### src/rtl/output_port_arbiter.sv
// Round-robin output-port scheduler: pops one of four queues in bounded bursts onto a valid/ready
// output. Define OUTPUT_ARB_STATS_EN to build the per-queue 16-bit word counters on stat_cnt.
module output_port_arbiter #(
  parameter int unsigned DATA_W    = 32,
  parameter int unsigned MAX_BURST = 4
) (
  input  logic              clk,
  input  logic              rst,
  input  logic [DATA_W:0]   req_0,
  input  logic [DATA_W:0]   req_1,
  input  logic [DATA_W:0]   req_2,
  input  logic [DATA_W:0]   req_3,
  output logic [3:0]        rd_en,
  output logic [DATA_W-1:0] out_data,
  output logic              out_valid,
  input  logic              out_ready,
  output logic [1:0]        grant,
  output logic              busy,
  output logic [63:0]       stat_cnt
);

  typedef enum logic [1:0] {StIdle, StLoad, StHold} state_e;

  state_e              state_q, state_d;
  logic [1:0]          grant_q, grant_d;
  logic [1:0]          rr_ptr_q, rr_ptr_d;
  logic [3:0]          burst_cnt_q, burst_cnt_d;
  logic [DATA_W-1:0]   out_data_q, out_data_d;
  logic                out_valid_q, out_valid_d;

  logic [DATA_W:0]     req [4];
  logic [3:0]          req_vld;
  logic [DATA_W:0]     req_grant;
  logic [3:0]          burst_inc;
  logic                pick_found;
  logic [1:0]          pick_idx;
  logic [1:0]          cand;

  assign req[0] = req_0;
  assign req[1] = req_1;
  assign req[2] = req_2;
  assign req[3] = req_3;

  always_comb begin
    for (int i = 0; i < 4; i++) begin
      req_vld[i] = req[i][DATA_W];
    end
  end

  assign req_grant = req[grant_q];
  assign burst_inc = burst_cnt_q + 4'd1;

  // First valid queue starting at rr_ptr and wrapping modulo 4.
  always_comb begin
    pick_found = 1'b0;
    pick_idx   = rr_ptr_q;
    cand       = rr_ptr_q;
    for (int k = 0; k < 4; k++) begin
      cand = rr_ptr_q + 2'(k);
      if (!pick_found && req_vld[cand]) begin
        pick_found = 1'b1;
        pick_idx   = cand;
      end
    end
  end

  always_comb begin
    state_d     = state_q;
    grant_d     = grant_q;
    rr_ptr_d    = rr_ptr_q;
    burst_cnt_d = burst_cnt_q;
    out_data_d  = out_data_q;
    out_valid_d = out_valid_q;
    unique case (state_q)
      StIdle: begin
        if (pick_found) begin
          grant_d     = pick_idx;
          burst_cnt_d = 4'd0;
          state_d     = StLoad;
        end
      end
      StLoad: begin
        out_data_d  = req_grant[DATA_W-1:0];
        out_valid_d = 1'b1;
        state_d     = StHold;
      end
      StHold: begin
        if (out_ready) begin
          out_valid_d = 1'b0;
          burst_cnt_d = burst_inc;
          // req_grant already shows the head left behind by the LOAD pop.
          if ((32'(burst_inc) < MAX_BURST) && req_grant[DATA_W]) begin
            state_d = StLoad;
          end else begin
            rr_ptr_d = grant_q + 2'd1;
            state_d  = StIdle;
          end
        end
      end
      default: state_d = StIdle;
    endcase
  end

  always_ff @(posedge clk or negedge rst) begin
    if (!rst) begin
      state_q     <= StIdle;
      grant_q     <= 2'd0;
      rr_ptr_q    <= 2'd0;
      burst_cnt_q <= 4'd0;
      out_data_q  <= '0;
      out_valid_q <= 1'b0;
    end else begin
      state_q     <= state_d;
      grant_q     <= grant_d;
      rr_ptr_q    <= rr_ptr_d;
      burst_cnt_q <= burst_cnt_d;
      out_data_q  <= out_data_d;
      out_valid_q <= out_valid_d;
    end
  end

  always_comb begin
    rd_en = 4'b0000;
    if (state_q == StLoad) begin
      rd_en[grant_q] = 1'b1;
    end
  end

  assign busy      = (state_q != StIdle);
  assign grant     = grant_q;
  assign out_data  = out_data_q;
  assign out_valid = out_valid_q;

`ifdef OUTPUT_ARB_STATS_EN
  logic [15:0] cnt_q [4];
  logic [15:0] cnt_d [4];

  always_comb begin
    for (int i = 0; i < 4; i++) begin
      cnt_d[i] = cnt_q[i];
    end
    if ((state_q == StLoad) && (cnt_q[grant_q] != 16'hFFFF)) begin
      cnt_d[grant_q] = cnt_q[grant_q] + 16'd1;
    end
  end

  always_ff @(posedge clk or negedge rst) begin
    if (!rst) begin
      for (int i = 0; i < 4; i++) begin
        cnt_q[i] <= 16'd0;
      end
    end else begin
      for (int i = 0; i < 4; i++) begin
        cnt_q[i] <= cnt_d[i];
      end
    end
  end

  assign stat_cnt = {cnt_q[3], cnt_q[2], cnt_q[1], cnt_q[0]};
`else
  assign stat_cnt = 64'd0;
`endif

endmodule

### config.mk
export PLATFORM = sky130hd
export DESIGN_NAME = output_port_arbiter
export DESIGN_NICKNAME = d
export VERILOG_FILES = /design/src/rtl/output_port_arbiter.sv
export SDC_FILE = /design/constraint.sdc
export NUM_CORES = 1
export LEC_CHECK = 0
export CORE_MARGIN = 5
export CORE_UTILIZATION = 35
export DETAILED_ROUTE_END_ITERATION = 6
export HOLD_SLACK_MARGIN = 0.06
export PLACE_DENSITY = 0.82
export SLEW_MARGIN = 20
export SYNTH_ARGS = -nofsm -noshare
export SYNTH_HDL_FRONTEND = slang
export SYNTH_SLANG_ARGS = --single-unit
### constraint.sdc
create_clock -name clk -period 2.4 [get_ports clk]
set_clock_uncertainty 0.15 [all_clocks]
set_input_delay 0.36 -clock clk [delete_from_list [all_inputs] [get_ports clk]]
set_output_delay 0.36 -clock clk [all_outputs]
set_load 0.02 [all_outputs]
==> reports/metrics.cfg, run 1 <==
[outcome]
status = finished clean

[sta]
finalSetupTns_ps = 0
clock.fmax_ghz = 0.430
fin_crit_sh_pct = 96.9
min_period_ps = 2320
whs_ps = 346
worst_pin_slew_ps = 810
rsz0062_at_grt = false
slew_viol_final = 0
finalSetupViolCount = 0
max_slew_margin_pct = 46.0
finalHoldViolations = 0

[global_route]
grt_pass1_wl_um = 15300
track_usage_pct = 17.4
grt_pass1_vias = 2724
grt.overflow.total = 0
antenna_found_initial = 0
grt_max_degree = 37

[detailed_routing]
wl_per_cell_um = 19.4
vias = 2579
drtIter0Drc = 111
drc_errors = 0
wl_um = 10500
firstDrtPassIters = 5
vias_per_cell = 4.78
ant_nets = 0

[layout]
areaGrowthSynthToFinish_pct = 52.2
num-nets-final = 568
n_antenna_cell = 0
drive_gt1_share_pct = 19.6
fillers = 760
fin_area_um2 = 5000

[clock_network]
cts.sinks = 43
cts_tree = built
clock_path_buffers = 2
cts_max_level = 2
root_buffer = clkbuf_8
clk_pin_slew_ps = 80
cts_buffers = 5
clkLatencyLatePin_ps = 290
post_cts_resized = 0

[setup_path]
path_class = flip-flop to output pin
worstPathArrival_ps = 1810
endpoint_kind = output pin
crit_fanout = 8
startpoint = state_q[1]
r2r-start = grant[0]
cp-start-kind = flip-flop
required_ps = 1890

[synth]
ys_top_cells_by_area = dfrtp_1 33%, mux4_2 19%, buf_4 15%
ys_seq_area_share_pct = 32.7
async_flop_share_pct = 100
ys_seq_elements = 43
syn_inst = 248
synth_area_um2 = 3290
yosysWarningCount = 0
synth_flop_cell = dfrtp_1
synth.top_cells.by_count = 65 x buf_4, 43 x dfrtp_1, 28 x mux2_4, 28 x mux4_2, 8 x nand2_1
synth_top_area_share_pct = 32.7
syn_avg_cell_area_um2 = 13.3
synth_most_common_cell = buf_4
synth_edf_count = 0
yosysTopAreaCell = dfrtp_1
ys_types = 36

[placed_design]
port_buffers = 174
place_hpwl_um = 8620
gp_congestion = 0.882
placed_area_um2 = 4890

[min_path]
hold_start = out_valid
hold_class = flip-flop to flip-flop

[floorplanning]
row_count = 35
fp.dieH_um = 107
dieArea_um2 = 11400
io_pins = 239
coreArea_um2 = 9200
start_util_pct = 35.7
die_w_um = 107

[run]
drv_cap = 0

[power]
powerDensity_nw_per_um2 = 1070
p_leak_nw = 2.12
peakVddDrop_uv = 537
power.total_mw = 5.34

-- registers in the layout, summed over array words and instances, names as in the netlist --
name and flops:
rr_ptr_q 2, out_data 32, burst_cnt_q 4, out_valid 1
grant 2, state_q 2
-- worst max-delay path, cell delays in order, from the launching register on --
cell	delay [ps]
dfrtp_1	480
nor2b_4	240
and2_1	160
clkdlybuf4s50_1	650
-- per-stage QoR --
stage	setup slack [ps]	utilization [%]	instances
detailed placement	178	53.2	528
global placement	268	53.2	528
CTS	67.4	54.4	540
finish	75.5	54.4	540
floorplan	528	-	311
global route	8.07	54.4	540
-- layout by cell type, fill, tap and decap left out, types with 2 or more instances in the layout --
cell | synthesis | final
conb_1 | 1 | 64
clkdlybuf4s50_1 | 0 | 173
dfrtp_1 | 43 | 42
inv_1 | 3 | 3
or2_2 | 2 | 2
nand2_1 | 8 | 8
nor3_1 | 2 | 2
mux2i_1 | 2 | 2
mux4_2 | 28 | 28
clkbuf_1 | 2 | 2
and2_1 | 4 | 4
a21oi_1 | 4 | 4
mux2_4 | 28 | 28
nand2b_1 | 3 | 3
mux2_2 | 6 | 6
buf_4 | 65 | 10
ha_1 | 5 | 5
o21ai_0 | 5 | 5
nor2b_1 | 4 | 3
clkbuf_8 | 0 | 5
o22ai_1 | 2 | 2
mux4_1 | 4 | 4
nand3_1 | 6 | 6
-- kinds of logic after synthesis --
kind of cell / count (synthesis) / share of synthesized area, %
other: 1 / 0.114
AOI/OAI and AO/OA: 18 / 3.35
adders and majority gates: 5 / 1.90
and+or+nand+nor: 32 / 5.18
muxes: 68 / 37.8
xor gates and xnor gates: 2 / 0.533
buffers and inverters: 79 / 18.3
DFF: 43 / 32.7
-- metal layers --
layer  track usage, %  share of wire, %
met1             20.1                36
met2             30.7                49
met5                0                 0
met3             5.84                12
met4             5.21               2.6
-- power by group --
group / total (mW) / internal (mW) / switching, mW / leakage, nW
sequential: 1.35 / 1.09 / 0.263 / 0.510
clock: 0.442 / 0.204 / 0.238 / 0.0422
combinational: 3.54 / 2.01 / 1.53 / 1.57
total: 5.34 / 3.31 / 2.03 / 2.12
-- final timing paths --
path / end / slack (ps) / cells past startpoint
max in group asynchronous: out_data[7] / 960 / 3
setup reg to reg: out_data[23] / 520 / 3
hold / removal: out_valid / 350 / 1
setup / recovery: rd_en[1] / 80 / 3
hold reg to reg: out_valid / 350 / 1
min in group asynchronous: out_data[11] / 550 / 2
-- area by class of cell --
type | count | area, um2 | area share, %
inverters | 3 | 11.3 | 0.225
well taps | 111 | 139 | 2.78
multi-input cells | 189 | 1850 | 37.0
flip-flops and latches | 43 | 1080 | 21.5
clock buffers | 7 | 76.3 | 1.53
clock inverters | 1 | 5.00 | 0.100
repair buffers | 186 | 1840 | 36.8
-- repair_timing --
| item | 4_1_cts | 5_1_grt |
|---|---|---|
| setup endpoints to repair | 2 | 0 |
| hold buffers | 1 | 0 |
| endpoints found under the hold margin | 34 | 0 |
| buffers inserted | 3 | 0 |
Power figures use the tool's default switching activity.
==> run 2, diff against run 1 <==
CTS_CLUSTER_DIAMETER = 60   (was not set)
==> results of run 2 <==
The final DEF is identical to that of run 1; final timing and power are the same.
==> run 3, diff against run 2 <==
CTS_CLUSTER_SIZE = 12   (was not set)
SLEW_MARGIN = not set   (was 20)
==> results of run 3 <==
The final DEF is identical to that of run 1; final timing and power are the same.
